==> config.mk <==
export PLATFORM = sky130hd
export DESIGN_NAME = wb_exc_commit
export DESIGN_NICKNAME = d
export VERILOG_FILES = /design/src/rtl/wb_exc_commit.sv
export SDC_FILE = /design/constraint.sdc
export NUM_CORES = 1
export LEC_CHECK = 0
export ABC_AREA = 1
export CAP_MARGIN = 20
export CELL_PAD_IN_SITES_DETAIL_PLACEMENT = 1
export CELL_PAD_IN_SITES_GLOBAL_PLACEMENT = 1
export CORE_MARGIN = 4
export CORE_UTILIZATION = 18
export DETAILED_ROUTE_END_ITERATION = 10
export GPL_TIMING_DRIVEN = 0
export PLACE_DENSITY = 0.95
export SLEW_MARGIN = 15
export SYNTH_ARGS = -nofsm -noshare
export SYNTH_HDL_FRONTEND = slang
export SYNTH_SLANG_ARGS = --single-unit
==> constraint.sdc <==
create_clock -name clk -period 2.33 [get_ports clk]
set_input_delay 0.5825 -clock clk [delete_from_list [all_inputs] [get_ports clk]]
set_output_delay 0.5825 -clock clk [all_outputs]
set_load 0.005 [all_outputs]
==> src/rtl/wb_exc_commit.sv <==
// wb_exc_commit: writeback-stage exception / ERET / commit controller.
// Decides each retiring instruction's fate, drives the CP0 exception and ERET
// inputs combinationally, and issues a registered multi-cycle flush with a
// fetch redirect target. Tracks branch-delay-slot state across retirements.
// Optional feature: define WB_EXC_REFILL_VEC_EN to route TLB refill misses
// (TLBL/TLBS, EXL clear) to the dedicated refill vector.

package wb_exc_pkg;

  typedef struct packed {
    logic        ex;
    logic        bd;
    logic [4:0]  exccode;
    logic [31:0] badvaddr;
  } exception_t;

  localparam logic [4:0]  EXC_INT     = 5'd0;
  localparam logic [4:0]  EXC_TLBL    = 5'd2;
  localparam logic [4:0]  EXC_TLBS    = 5'd3;
  localparam logic [31:0] VEC_GENERAL = 32'hBFC0_0380;
  localparam logic [31:0] VEC_REFILL  = 32'hBFC0_0200;

endpackage

module wb_exc_commit
  import wb_exc_pkg::*;
#(
  parameter int FLUSH_CYCLES = 2
) (
  input  logic        clk,
  input  logic        resetn,
  input  logic        ws_valid,
  output logic        ws_ready,
  input  logic [31:0] ws_pc,
  input  exception_t  ws_ex,
  input  logic        ws_tlb_refill,
  input  logic        ws_is_branch,
  input  logic        ws_eret,
  input  logic [5:0]  c0_hw,
  input  logic [1:0]  c0_sw,
  input  logic        c0_exl,
  input  logic [31:0] epc,
  output exception_t  exception,
  output logic        eret_flush,
  output logic [31:0] wb_pc,
  output logic        commit_o,
  output logic        flush_o,
  output logic [31:0] flush_pc
);

  localparam int              CNT_W    = (FLUSH_CYCLES > 1) ? $clog2(FLUSH_CYCLES) : 1;
  localparam logic [CNT_W-1:0] CNT_LOAD = CNT_W'(FLUSH_CYCLES - 1);

  typedef enum logic {
    S_IDLE,
    S_FLUSH
  } state_e;

  state_e             state_q, state_d;
  logic [CNT_W-1:0]   cnt_q, cnt_d;
  logic               bd_q, bd_d;
  logic [31:0]        flush_pc_q, flush_pc_d;

  logic ret;
  logic int_req;
  logic take_int;
  logic take_exc;
  logic take_eret;
  logic take_commit;
  logic refill_hit;
  logic unused_inputs;

  // Classify the retiring instruction: interrupt > upstream exception > ERET > normal.
  always_comb begin
    ret         = ws_valid && (state_q == S_IDLE);
    int_req     = |{c0_hw, c0_sw};
    take_int    = ret && int_req;
    take_exc    = ret && !int_req && ws_ex.ex;
    take_eret   = ret && !int_req && !ws_ex.ex && ws_eret;
    take_commit = ret && !int_req && !ws_ex.ex && !ws_eret;
  end

`ifdef WB_EXC_REFILL_VEC_EN
  // Refill vector only for a first-level TLB miss on load/store.
  always_comb begin
    refill_hit = ws_tlb_refill && !c0_exl &&
                 ((ws_ex.exccode == EXC_TLBL) || (ws_ex.exccode == EXC_TLBS));
  end
`else
  // Without the refill vector every exception goes to the general vector.
  always_comb begin
    refill_hit = 1'b0;
  end
`endif

  // The upstream bd bit is replaced by the locally tracked delay-slot flag;
  // refill inputs are only consumed when the refill vector is built in.
  assign unused_inputs = ^{ws_tlb_refill, c0_exl, ws_ex.bd};

  // CP0-facing outputs, valid only in the retire cycle.
  always_comb begin
    // NOTE: every output gets a default first so no path leaves it unassigned (no latch).
    exception  = '0;
    eret_flush = take_eret;
    commit_o   = take_commit;
    wb_pc      = ret ? ws_pc : 32'h0;
    if (take_int) begin
      exception.ex      = 1'b1;
      exception.exccode = EXC_INT;
      exception.bd      = bd_q;
    end else if (take_exc) begin
      exception    = ws_ex;
      exception.bd = bd_q;
    end
  end

  // Next-state: enter FLUSH on exception/ERET, count down, return to IDLE.
  always_comb begin
    state_d    = state_q;
    cnt_d      = cnt_q;
    bd_d       = bd_q;
    flush_pc_d = flush_pc_q;
    case (state_q)
      S_IDLE: begin
        if (take_int || take_exc || take_eret) begin
          state_d = S_FLUSH;
          cnt_d   = CNT_LOAD;
          bd_d    = 1'b0;
          if (take_eret)
            flush_pc_d = epc;
          else if (take_exc && refill_hit)
            flush_pc_d = VEC_REFILL;
          else
            flush_pc_d = VEC_GENERAL;
        end else if (take_commit) begin
          bd_d = ws_is_branch;
        end
      end
      S_FLUSH: begin
        if (cnt_q == '0)
          state_d = S_IDLE;
        else
          cnt_d = cnt_q - 1'b1;
      end
      default: state_d = S_IDLE;
    endcase
  end

  // State registers with synchronous active-low reset.
  always_ff @(posedge clk) begin
    // NOTE: non-blocking assignments so all flops update from pre-edge values.
    if (!resetn) begin
      state_q    <= S_IDLE;
      cnt_q      <= '0;
      bd_q       <= 1'b0;
      flush_pc_q <= 32'h0;
    end else begin
      state_q    <= state_d;
      cnt_q      <= cnt_d;
      bd_q       <= bd_d;
      flush_pc_q <= flush_pc_d;
    end
  end

  assign ws_ready = (state_q == S_IDLE);
  assign flush_o  = (state_q == S_FLUSH);
  assign flush_pc = flush_pc_q;

endmodule

== Yosys cells after proc, flatten, opt, wreduce, memory -nomap -nowiden ==
Index checks and enable logic that the tools add are counted.
Storage, ports and cells
  register bits: 35
  latch bits: 0
  bits in writable memories: 0
  ROM bits: 0
  output and inout port bits: 107
  memories: 0
Cells by class
  $add $sub $neg: 1
  multipliers: 0
  divide/modulo/power cells: 0
  $lt $le $gt $ge: 0
  equal/unequal tests: 1
  shift operators: 0
  mux-type cells: 13
  bitwise logic cells: 1
  reductions and logical operators: 16
Operators with widths (count)
  $mux 32: 3
  $mux 39: 1
  $reduce_or 8->1: 1
  $logic_and 1x1->1: 7
  $mux 7: 1
  $mux 1: 6
  $pmux 1 s2: 2
  $reduce_and 2->1: 2
  $logic_not 1->1: 3
  $logic_or 1x1->1: 2
  $ne 2x1->1 const B: 1
  $reduce_bool 2->1: 1
  $not 1->1: 1
  $sub 1x1->1 const B: 1

== Logic depth before layout (Yosys ltp) ==
Gate-level depths: netlist of run 1.
  depth in word-level cells: 8
  depth in mapped cells: 9
  mapped depth without buffers: 8

== Worst setup path before layout of run 1 ==
Ideal clock, no wire load.
  path type: in2out
  start: in c0_hw[0]
  end: out exception[10] (netlist name)
  data arrival time: 1.443 ns
  data required time: 1.747 ns
  setup slack: 0.305 ns
  stages: 6
  path buffers: 1
  path through: nor2_1 > nand2_1 > nor2_4 > nand3_2 > clkbuf_1 > nor2_1
RTL lines
  start, declared: line 39  | input logic [5:0] c0_hw,
  end, declared: line 43  | output exception_t exception,

==> impl_results.md, run 1 <==
- Area after DPL: 4375 um2
- Max Cap Viol: 0
- Cts hold-fix bufs: 0
- Worst endpoint required time: 1.75 ns
- Worst slew pin tran: 0.5109 ns
- Sequential share of the synthesized area: 0.3507
- Max FO, Critical Path: 5
- Worst R2R End: flush_pc[25]
- Fin. Hold Viols: 0
- Logic pwr share: 0.312
- Synth-to-layout area growth: 146.6%
- FF-to-FF Start: flush_o
- CTS sink cnt: 35
- Share of cells above drive strength 1: 0.2462
- Cell area after layout: 4927 um2
- CTS Buf Count: 5
- Final setup vio count: 4
- Sequential share of power: 0.407
- Crit path arrival time: 1.81 ns
- Max Buffers Root-to-Sink: 2
- Synth top cells by count: nor2_1 (100), inv_1 (74), dfxtp_1 (35)
- Top_reg_cell synth: dfxtp_1
- Outcome: finished with violations
- Max VDD drop: 0.2512 mV
- Vias per cell: just over 4
- Initial antenna violation count: 1
- # DRC: 0
- Via count: 3014
- Share of synthesized registers carrying an async set or reset: 0
- R2r setup slk: 0.55 ns
- DP Wirelength: 8.750 mm
- DRT antenna net count: 0
- RePlAce Congestion: ~0.8
- Die span in x: 113.4 um
- Largest net degree at the start of global routing: 11
- Min cycle time layout: roughly 2.4 ns
- CTS tree: built
- GRT overflow: 0
- Fmax: 418.0 MHz
- Clock Skews: 0.004902 ns
- Synth Register Bits: 35
- GRT Total Usage: 0.1639
- Internal cell power: 1150 uW
- Pwr dens: 313.6 nW/um2
- Vias in the first global route: roughly 3300
- CTS HTree Levels: 2
- Leak pwr: 0.002662 uW
- Post-Syn Instances: 321
- Most common cell in the netlist: nor2_1
- Failing checks: setup timing
- Number of flops mapped to enable cells by yosys: 0
- Place WS: -0.9473 ns
- Initial core utilization: 0.1843
- Startpoint Class: input port
- DRT Pass-1 Iters: 4
- Synth unique cells: 24
- Leading area contributor after synthesis: dfxtp_1
- Worst Hold Path Cells: 2
- Max-slew violations: 0
- Reg2reg path depth: 10
- Clock Tree Root: clkbuf_8
- Rows: 38
- Layout net count: 703
- 1st-iter DRT viols: 150
- Syn Area/Cell: 6.225 um2
- Die area: 12850 um2
- Rel. slew slack: 0.6575
- RSZ-0062 raised after global routing: yes
- Period Utilization, post-route: 1.027
- Core area: 10840 um2
- CTS clk-pin slew, worst paths: roughly 0.07 ns
- Synth top area cells: dfxtp_1 (35%), nor2_1 (19%), inv_1 (14%), nand3_1 (5.5%), o21ai_0 (4.5%)
- Wire per inst: 15.41 um
- Switching share of power: 0.2557
- Crit Path Category: in -> out
- Skew-Pair Late Insertion Delay: about 0.28 ns
- Final WL: 11.19 mm
- Non-filler instance count after layout: 726
- Io pins: roughly 230
- Critical Path Sink: exception[20]
- Hold Crit Class: reg -> reg
- PortBufs: 220
- Syn Nets: 439
- Critical Path End Type: output port
- Clock power frac: 0.281
- Die H: approximately 110 um
- DP Cell Count: 681
- Worst Setup SP: c0_hw[5]
- First-pass GRT wire length: ~17 mm
- Worst setup margin: -0.06246 ns
- Yosys top cell area share: 0.3507
- Ys Warns: 0
- Synthesized cell area: about 2000 um2
- NetSw: approximately 400 uW
[metal layers]
layer,vias up,track usage,part of all wire
met1,1381,0.1612,0.34
met5,-,0,0
met2,141,0.3187,0.54
met3,15,0.05668,0.097
li1,1477,-,-
met4,0,0.05048,0.019
[kinds of logic after synthesis]
family	synth area share
simple gates	0.3469
buf+inv	0.2023
flops	0.3507
compound gates	0.1002
[cell usage in the layout (no fill, tap or decap), types with 2 or more instances in the layout]
master,count
nand3_1,22
o21ai_0,18
dlygate4sd2_1,18
clkbuf_8,11
buf_6,25
dlymetal6s2s_1,22
clkbuf_2,17
nand2_2,2
nand2_1,16
clkbuf_1,2
nand4_1,8
dfxtp_1,35
nand2_4,4
buf_2,17
nor2_4,16
nor2_2,6
inv_1,74
nor2_1,79
clkdlybuf4s50_1,136
inv_2,3
buf_8,6
buf_4,22
a21oi_1,8
o21ai_2,8
[registers in the layout, summed over array words and instances (netlist names)]
| name | count |
|---|---|
| flush_pc | 32 |
| bd_q | 1 |
| cnt_q | 1 |
| flush_o | 1 |
[critical path: stages]
cell and delay [ns]:
buf_6 0.10, nor2_4 0.10, nand2_2 0.08, nor2_4 0.15
nand3_4 0.10, buf_8 0.16, buf_8 0.12, buf_6 0.11
buf_6 0.11, nor2_4 0.09, buf_2 0.11
[cell type report]
| class | instances | area, um2 |
|---|---|---|
| Buffer | 15 | 166.4 |
| Timing Repair Buffer | 258 | 2445 |
| Sequential cell | 35 | 700.7 |
| Clock buffer | 6 | 82.58 |
| Fill cell | 1328 | 5913 |
| Multi-Input combinational cell | 191 | 1046 |
| Tap cell | 140 | 175.2 |
| Antenna cell | 1 | 2.502 |
| Clock inverter | 1 | 5.005 |
| Inverter | 79 | 304.0 |
[worst min path at each step]
stage                 start            to  slack [ns]
2_1_floorplan         cnt_q         cnt_q        0.44
3_3_place_gp    flush_pc[2]   flush_pc[2]        0.45
3_5_place_dp   flush_pc[18]  flush_pc[18]        0.46
4_1_cts                bd_q          bd_q        0.47
5_1_grt        flush_pc[13]  flush_pc[13]        0.48
6_report        flush_pc[2]   flush_pc[2]        0.46
[repair_timing]
action                                 4_1_cts  5_1_grt
pin swaps                                   13       13
setup endpoints to repair                   73       58
gates cloned                                 3        0
endpoints found under the hold margin        0        0
buffers inserted                            25       10
gates resized for setup                    173      116
[power by group through the flow]
stage / Sequential [uW] / Combinational, uW / Clock (uW)
finish: 629 / 482 / 434
CTS: 630 / 476 / 459
global placement: 642 / 447 / 0
detailed placement: 643 / 461 / 0
global route: 632 / 522 / 480
floorplan: 643 / 125 / 0
[metrics by stage]
stage | power, uW | hold WS, ns | utilization | setup TNS (ns)
global route | 1634 | 0.4799 | 0.4545 | -0.7457
finish | 1545 | 0.4640 | 0.4545 | -0.1828
CTS | 1565 | 0.4699 | 0.4335 | -2.316
detailed placement | 1105 | 0.4580 | 0.4036 | -46.01
global placement | 1089 | 0.4459 | 0.4036 | -43.63
floorplan | 768.0 | 0.4431 | - | 0
No activity file was read; power rests on OpenSTA's default activity.
==> run 2: changes to the inputs <==
--- a/config.mk
+++ b/config.mk
@@ -9,11 +9,12 @@
 export CAP_MARGIN = 20
 export CELL_PAD_IN_SITES_DETAIL_PLACEMENT = 1
 export CELL_PAD_IN_SITES_GLOBAL_PLACEMENT = 1
-export CORE_MARGIN = 4
-export CORE_UTILIZATION = 18
+export CORE_AREA = 4 4 85 87
 export DETAILED_ROUTE_END_ITERATION = 10
+export DIE_AREA = 0 0 89 91
+export DONT_BUFFER_PORTS = 1
 export GPL_TIMING_DRIVEN = 0
-export PLACE_DENSITY = 0.95
+export PLACE_DENSITY = 0.75
 export SLEW_MARGIN = 15
 export SYNTH_ARGS = -nofsm -noshare
 export SYNTH_HDL_FRONTEND = slang
==> constraint.sdc (replaced) <==
create_clock -name clk -period 2.8 [get_ports clk]
set_input_delay 0.7 -clock clk [delete_from_list [all_inputs] [get_ports clk]]
set_output_delay 0.7 -clock clk [all_outputs]
set_load 0.005 [all_outputs]
==> run 2 against run 1 <==
Via count shrank 34%. Sequential power is 16% lower. The run now ends clean. Die area shrank 37%. Total power decreased by 28%.
==> impl_results.md, run 2 (synthesis results as in run 1) <==
- Max Buffers Root-to-Sink: 2 (unchanged)
- R2r setup slk: 1.17 ns (+0.62 ns)
- FF-to-FF Start: flush_o
- PortBufs: 0 (-100%)
- Reg2reg path depth: 7 (-3)
- Largest stage delay, worst path: 0.28 ns (+0.12 ns)
- Clock Tree Root: clkbuf_8
- Worst slew pin tran: 0.4647 ns (-0.04624 ns)
- Fmax: 400.6 MHz
- Buffers and inverters on the worst path: 1 (-5)
- Via count: 1984 (-34%)
- Worst R2R End: flush_pc[25]
- Hold Crit Class: reg -> reg
- Max FO, Critical Path: 10 (+5)
- Max Cap Viol: 0 (unchanged)
- # DRC: 0 (unchanged)
- GRT overflow: 0 (unchanged)
- Die span in x: 89 um (-21%)
- Largest delay share family, worst path: simple AND/OR/NAND/NOR gates
- Skew-Pair Late Insertion Delay: 0.29 ns (about the same)
- Filler instances: 861 (-35%)
- Pwr dens: 504.3 nW/um2 (+61%)
- GRT Total Usage: 0.1784 (+0.01456)
- Vias in the first global route: 2083 (-36%)
- Rows: 29 (-24%)
- Layout net count: 446 (-37%)
- Core area: 6350 um2 (-41%)
- DRT antenna net count: 0 (unchanged)
- Post-cts sizing count: 0 (-100%)
- DRT Pass-1 Iters: 4 (unchanged)
- Most used cell, CP: nor2_1
- Setup TNS: 0 ns (+0.1828 ns)
- Largest net degree at the start of global routing: 13 (+2)
- Die area: 8099 um2 (-37%)
- Vias per cell: 4.887 (+18%)
- Startpoint Class: input port
- CTS tree: built
- Synth-to-layout area growth: 10.46%
- Die H: 91 um (-20%)
- Max VDD drop: 0.2564 mV (+2.1%)
- Hold EP: bd_q
- Initial core utilization: 0.3147 (+0.1304)
- Max-slew violations: 0 (unchanged)
- Largest register FFs: 32 (unchanged)
- RePlAce Congestion: 0.7308 (-6.8%)
- Outcome: completed
- CTS HTree Levels: 2 (unchanged)
- CTS Buf Count: 5 (unchanged)
- Worst Hold Launch: bd_q
- CTS sink cnt: 35 (unchanged)
- Most common cell after layout, fill and taps aside: nor2_1
- Post-CTS Repair Setup Buffers: 0 (-100%)
- Initial antenna violation count: 0 (-1)
- Fin. Hold Viols: 0 (unchanged)
- CTS clk-pin slew, worst paths: 0.08 ns (about the same)
- Most frequent cells in the layout: nor2_1 (100), inv_1 (74), dfxtp_1 (35)
- Final WL: 7.411 mm (-34%)
- Crit path arrival time: 1.80 ns (about the same)
- Worst endpoint required time: 2.10 ns (+0.35 ns)
- First-pass GRT wire length: 11.08 mm (-34%)
- Period Utilization, post-route: 0.8915
- Slowest-stage cell, CP: clkbuf_1
- CP Cell Sequence: nor2_1 -> nand2_1 -> nor2_4 -> nand3_2 -> clkbuf_1 -> nor2_1
- RSZ-0062 raised after global routing: no
- Rel. slew slack: 0.6885 (+0.03099)
- Leak pwr: 0.001130 uW (-58%)
- Min cycle time layout: 2.496 ns
- Io pins: 225 (unchanged)
- Worst Hold Path Cells: 2 (unchanged)
- DP Wirelength: 6.270 mm (-28%)
- Crit Path Category: in -> out
- Cts hold-fix bufs: 0 (unchanged)
- Wire per inst: 18.25 um (+18%)
- Critical Path End Type: output port
- Final setup vio count: 0 (-4)
- Share of cells above drive strength 1: 0.1064 (-0.1398)
- Core Util, Final: 0.3476 (-0.1069)
- 1st-iter DRT viols: 32 (-79%)
- Clock Skews: 0.005561 ns (+0.0006593 ns)
- N_diodes: 0 (-1)
run 2: changes by cell type in the layout (fill, tap and decap cells not counted), moves of 17 or more:
| cell | change |
|---|---|
| dlygate4sd2_1 | -18 |
| buf_6 | -23 |
| nor2_1 | +21 |
| dlymetal6s2s_1 | -22 |
| clkbuf_2 | -17 |
| buf_4 | -21 |
| clkdlybuf4s50_1 | -136 |
run 2: metrics by stage:
stage / cell area, um2 / instances / setup slack, ns / hold WS (ns) / power, uW
after floorplan: 1998 / 321 / 0.5396 / 0.4431 / 639.1
after global placement: 2095 / 398 / 0.2796 / 0.4584 / 665.7
after detailed placement: 2095 / 398 / 0.2603 / 0.4717 / 670.4
after CTS: 2207 / 406 / 0.2550 / 0.4836 / 1140
after global routing: 2207 / 406 / 0.1311 / 0.5142 / 1181
final: 2207 / 406 / 0.3038 / 0.4768 / 1113
run 2: final cells by class:
| type | count | area (um2) | area share |
|---|---|---|---|
| plain buffers | 16 | 107.6 | 0.04875 |
| inverters | 79 | 296.5 | 0.1344 |
| flip-flops and latches | 35 | 700.7 | 0.3175 |
| clock inverters | 3 | 43.79 | 0.01984 |
| clock buffers | 5 | 68.82 | 0.03118 |
| multi-input cells | 191 | 893.4 | 0.4048 |
| well taps | 77 | 96.34 | 0.04365 |
run 2: worst min-delay path, stage by stage (launching register included):
cell	delay, ns
dfxtp_1	0.32
nand2_1	0.06
a21oi_1	0.06
run 2: worst max path at each step:
| stage | start | endpoint | slack (ns) | depth (start not counted) |
|---|---|---|---|---|
| 6_report | c0_hw[0] | exception[30] | 0.30 | 6 |
| 5_1_grt | c0_hw[5] | exception[8] | 0.13 | 6 |
| 4_1_cts | c0_hw[0] | exception[8] | 0.26 | 6 |
| 3_5_place_dp | c0_hw[0] | exception[8] | 0.26 | 6 |
| 3_3_place_gp | c0_hw[0] | exception[8] | 0.28 | 6 |
| 2_1_floorplan | c0_hw[0] | exception[10] | 0.54 | 6 |
run 2: power by group:
group / leakage, uW / switching (uW) / internal, uW
Combinational: 0.000786 / 87.3 / 40.2
Sequential: 0.000286 / 13.1 / 514
Clock: 0.0000581 / 193 / 265
run 2: layer usage:
layer	track usage	part of all wire	up-vias
li1	-	-	964
met5	0	0	-
met1	0.1938	0.34	901
met2	0.3224	0.54	112
met3	0.06787	0.11	7
met4	0.04094	0.0089	0
==> run 3: changes to the inputs <==
--- a/config.mk
+++ b/config.mk
@@ -7,14 +7,12 @@
 export LEC_CHECK = 0
 export ABC_AREA = 1
 export CAP_MARGIN = 20
-export CELL_PAD_IN_SITES_DETAIL_PLACEMENT = 1
-export CELL_PAD_IN_SITES_GLOBAL_PLACEMENT = 1
-export CORE_AREA = 4 4 85 87
+export CORE_AREA = 4 4 86 88
 export DETAILED_ROUTE_END_ITERATION = 10
-export DIE_AREA = 0 0 89 91
+export DIE_AREA = 0 0 90 92
 export DONT_BUFFER_PORTS = 1
 export GPL_TIMING_DRIVEN = 0
-export PLACE_DENSITY = 0.75
+export PLACE_DENSITY = 0.52
 export SLEW_MARGIN = 15
 export SYNTH_ARGS = -nofsm -noshare
 export SYNTH_HDL_FRONTEND = slang
==> run 3 against run 2 <==
Total power decreased by 9.2%. Sequential power about the same. Non-clock buffer count unchanged. Count of clock-buffer cells in the layout unchanged. Routed wire length decreased by 4.2%.
==> impl_results.md, run 3 (synthesis results as in run 1) <==
- Outcome: completed
- Worst slew pin tran: 0.5189 ns (+0.05423 ns)
- Die H: 92 um (+1.1%)
- Vias per cell: 4.841 (-0.93%)
- Fin. Hold Viols: 0 (unchanged)
- Max Cap Viol: 0 (unchanged)
- Switching share of power: 0.2826 (+0.01880)
- CTS sink cnt: 35 (unchanged)
- Post-cts sizing count: 0 (unchanged)
- Die area: 8280 um2 (+2.2%)
- Leak pwr: 0.001119 uW (-0.92%)
- Initial core utilization: 0.3008 (-0.01393)
- Most common cell after layout, fill and taps aside: nor2_1
- NetSw: 285.4 uW (-2.8%)
- GRT overflow: 0 (unchanged)
- CP Cell Sequence: nor2_1 -> nand2_1 -> nor2_4 -> nand3_2 -> clkbuf_1 -> nor2_1
- DRT Pass-1 Iters: 4 (unchanged)
- CTS HTree Levels: 2 (unchanged)
- 1st-iter DRT viols: 78 (+140%)
- CTS Buf Count: 5 (unchanged)
- Synth-to-layout area growth: 9.205%
- Clock Tree Root: clkbuf_8
- Crit path arrival time: 1.82 ns (+0.02 ns)
- Final setup vio count: 0 (unchanged)
- Gr busiest metal: met2
- Hold Crit Class: reg -> reg
- Max Buffers Root-to-Sink: 2 (unchanged)
- Most frequent cells in the layout: nor2_1 (100), inv_1 (74), dfxtp_1 (35)
- Multi-input gate area: 893.4 um2 (unchanged)
- Final WL: 7.103 mm (-4.2%)
- Setup TNS: 0 ns (unchanged)
- Largest delay share family, worst path: simple AND/OR/NAND/NOR gates
- N_diodes: 0 (unchanged)
- CTS tree: built
- Rel. slew slack: 0.6522 (-0.03635)
- Logic pwr share: 0.127 (+0.012)
- Largest stage delay, worst path: 0.26 ns (-0.02 ns)
- Layout net count: 446 (unchanged)
- Sequential share of power: 0.522 (+0.048)
- Min cycle time layout: 2.519 ns (+0.02260 ns)
- PortBufs: 0 (unchanged)
- Max VDD drop: 0.1395 mV (-46%)
- DRT antenna net count: 0 (unchanged)
- Clock power frac: 0.350 (-0.062)
- Slowest-stage cell, CP: clkbuf_1
- Met1 Resource Use GR: 0.1554 (-0.03839)
- Seq. cell area: 700.7 um2 (unchanged)
- Core area: 6644 um2 (+4.6%)
- Post-CTS Repair Setup Buffers: 0 (unchanged)
- First-pass GRT wire length: 10.24 mm (-7.6%)
- Io pins: 225 (unchanged)
- Place WS: 0.2182 ns (-0.04213 ns)
- Period Utilization, post-route: 0.8996 (+0.008073)
- Most used cell, CP: nor2_1
- # DRC: 0 (unchanged)
- Non-filler instance count after layout: 409 (+0.74%)
- Max-slew violations: 0 (unchanged)
- RSZ-0062 raised after global routing: no
- RePlAce Congestion: 0.8163 (+12%)
- Crit Path Category: in -> out
- M3 GR Usage: 0.06071 (-0.007168)
- Critical Path End Type: output port
- Rows: 30 (+3.4%)
- Wire per inst: 17.37 um (-4.9%)
- Skew-Pair Late Insertion Delay: 0.29 ns (about the same)
- Die span in x: 90 um (+1.1%)
- Largest register FFs: 32 (unchanged)
- Met2 usage: 0.2844 (-0.03802)
- CTS clk-pin slew, worst paths: 0.07 ns (about the same)
- Initial antenna violation count: 0 (unchanged)
- Share of cells above drive strength 1: 0.1064 (unchanged)
- Worst endpoint required time: 2.10 ns (about the same)
- Pwr dens: 462.9 nW/um2 (-8.2%)
- Largest net degree at the start of global routing: 12 (-1)
- Cts hold-fix bufs: 0 (unchanged)
- Startpoint Class: input port
- Max FO, Critical Path: 10 (unchanged)
- Via count: 1980 (-0.20%)
- Buffers and inverters on the worst path: 1 (unchanged)
- GRT Total Usage: 0.1559 (-0.02255)
- Vias in the first global route: 1895 (-9.0%)
- Worst setup margin: 0.2812 ns (-0.02261 ns)
- Internal cell power: 724.6 uW (-12%)
- Fmax: 397.0 MHz (-0.90%)
- DP Wirelength: 5.997 mm (-4.3%)
- DP Cell Count: 401 (+0.75%)
- Filler instances: 746 (-13%)
- Clock Skews: 0.006732 ns (+0.001171 ns)
[run 3: changes by cell type in the layout (fill, tap and decap cells not counted)]
| cell | before | now |
|---|---|---|
| bufinv_16 | 1 | 0 |
| clkinv_4 | 1 | 0 |
| clkinv_2 | 1 | 3 |
[run 3: final cells by class]
class | instances | area share
buffer | 16 | 0.04931
clock buffer | 5 | 0.03154
clock inverter | 3 | 0.006881
inverter | 79 | 0.1359
multi-input combinational | 191 | 0.4094
sequential | 35 | 0.3211
tap | 80 | 0.04587
[run 3: per-layer routing]
layer / vias to the layer above / part of all wire
li1: 959 / -
met1: 880 / 0.34
met2: 128 / 0.53
met3: 13 / 0.11
met4: 0 / 0.027
met5: - / 0
[run 3: final timing paths]
check / from / to / slack (ns) / cells after the start
worst min-delay path: bd_q / bd_q / 0.48 / 2
worst min register to register: bd_q / bd_q / 0.48 / 2
worst max register to register: flush_o / flush_pc[27] / 1.16 / 7
worst max-delay path: c0_hw[0] / exception[29] / 0.28 / 6
[run 3: power by group through the flow]
stage | sequential (uW) | combinational (uW) | clock (uW)
after global routing | 529 | 147 | 392
after detailed placement | 539 | 130 | 0
after CTS | 528 | 131 | 369
after floorplan | 535 | 104 | 0
final | 527 | 129 | 354
after global placement | 539 | 129 | 0
[run 3: through the flow]
stage | util | area, um2 | hold WS [ns] | total power (uW)
5_1_grt | 0.3284 | 2182 | 0.4932 | 1068
2_1_floorplan | - | 1998 | 0.4431 | 639.1
3_5_place_dp | 0.3158 | 2098 | 0.4631 | 669.9
4_1_cts | 0.3284 | 2182 | 0.4736 | 1028
3_3_place_gp | 0.3158 | 2098 | 0.4540 | 668.3
6_report | 0.3284 | 2182 | 0.4750 | 1010
[run 3: worst reg2reg max path: cells and delay by family, from the launching register on]
kind | cells | cell delay [ns]
buffers and inverters | 3 | 0.54
AND/OR/NAND/NOR | 3 | 0.42
AO/OA/AOI/OAI | 1 | 0.22
flip-flops | 1 | 0.37
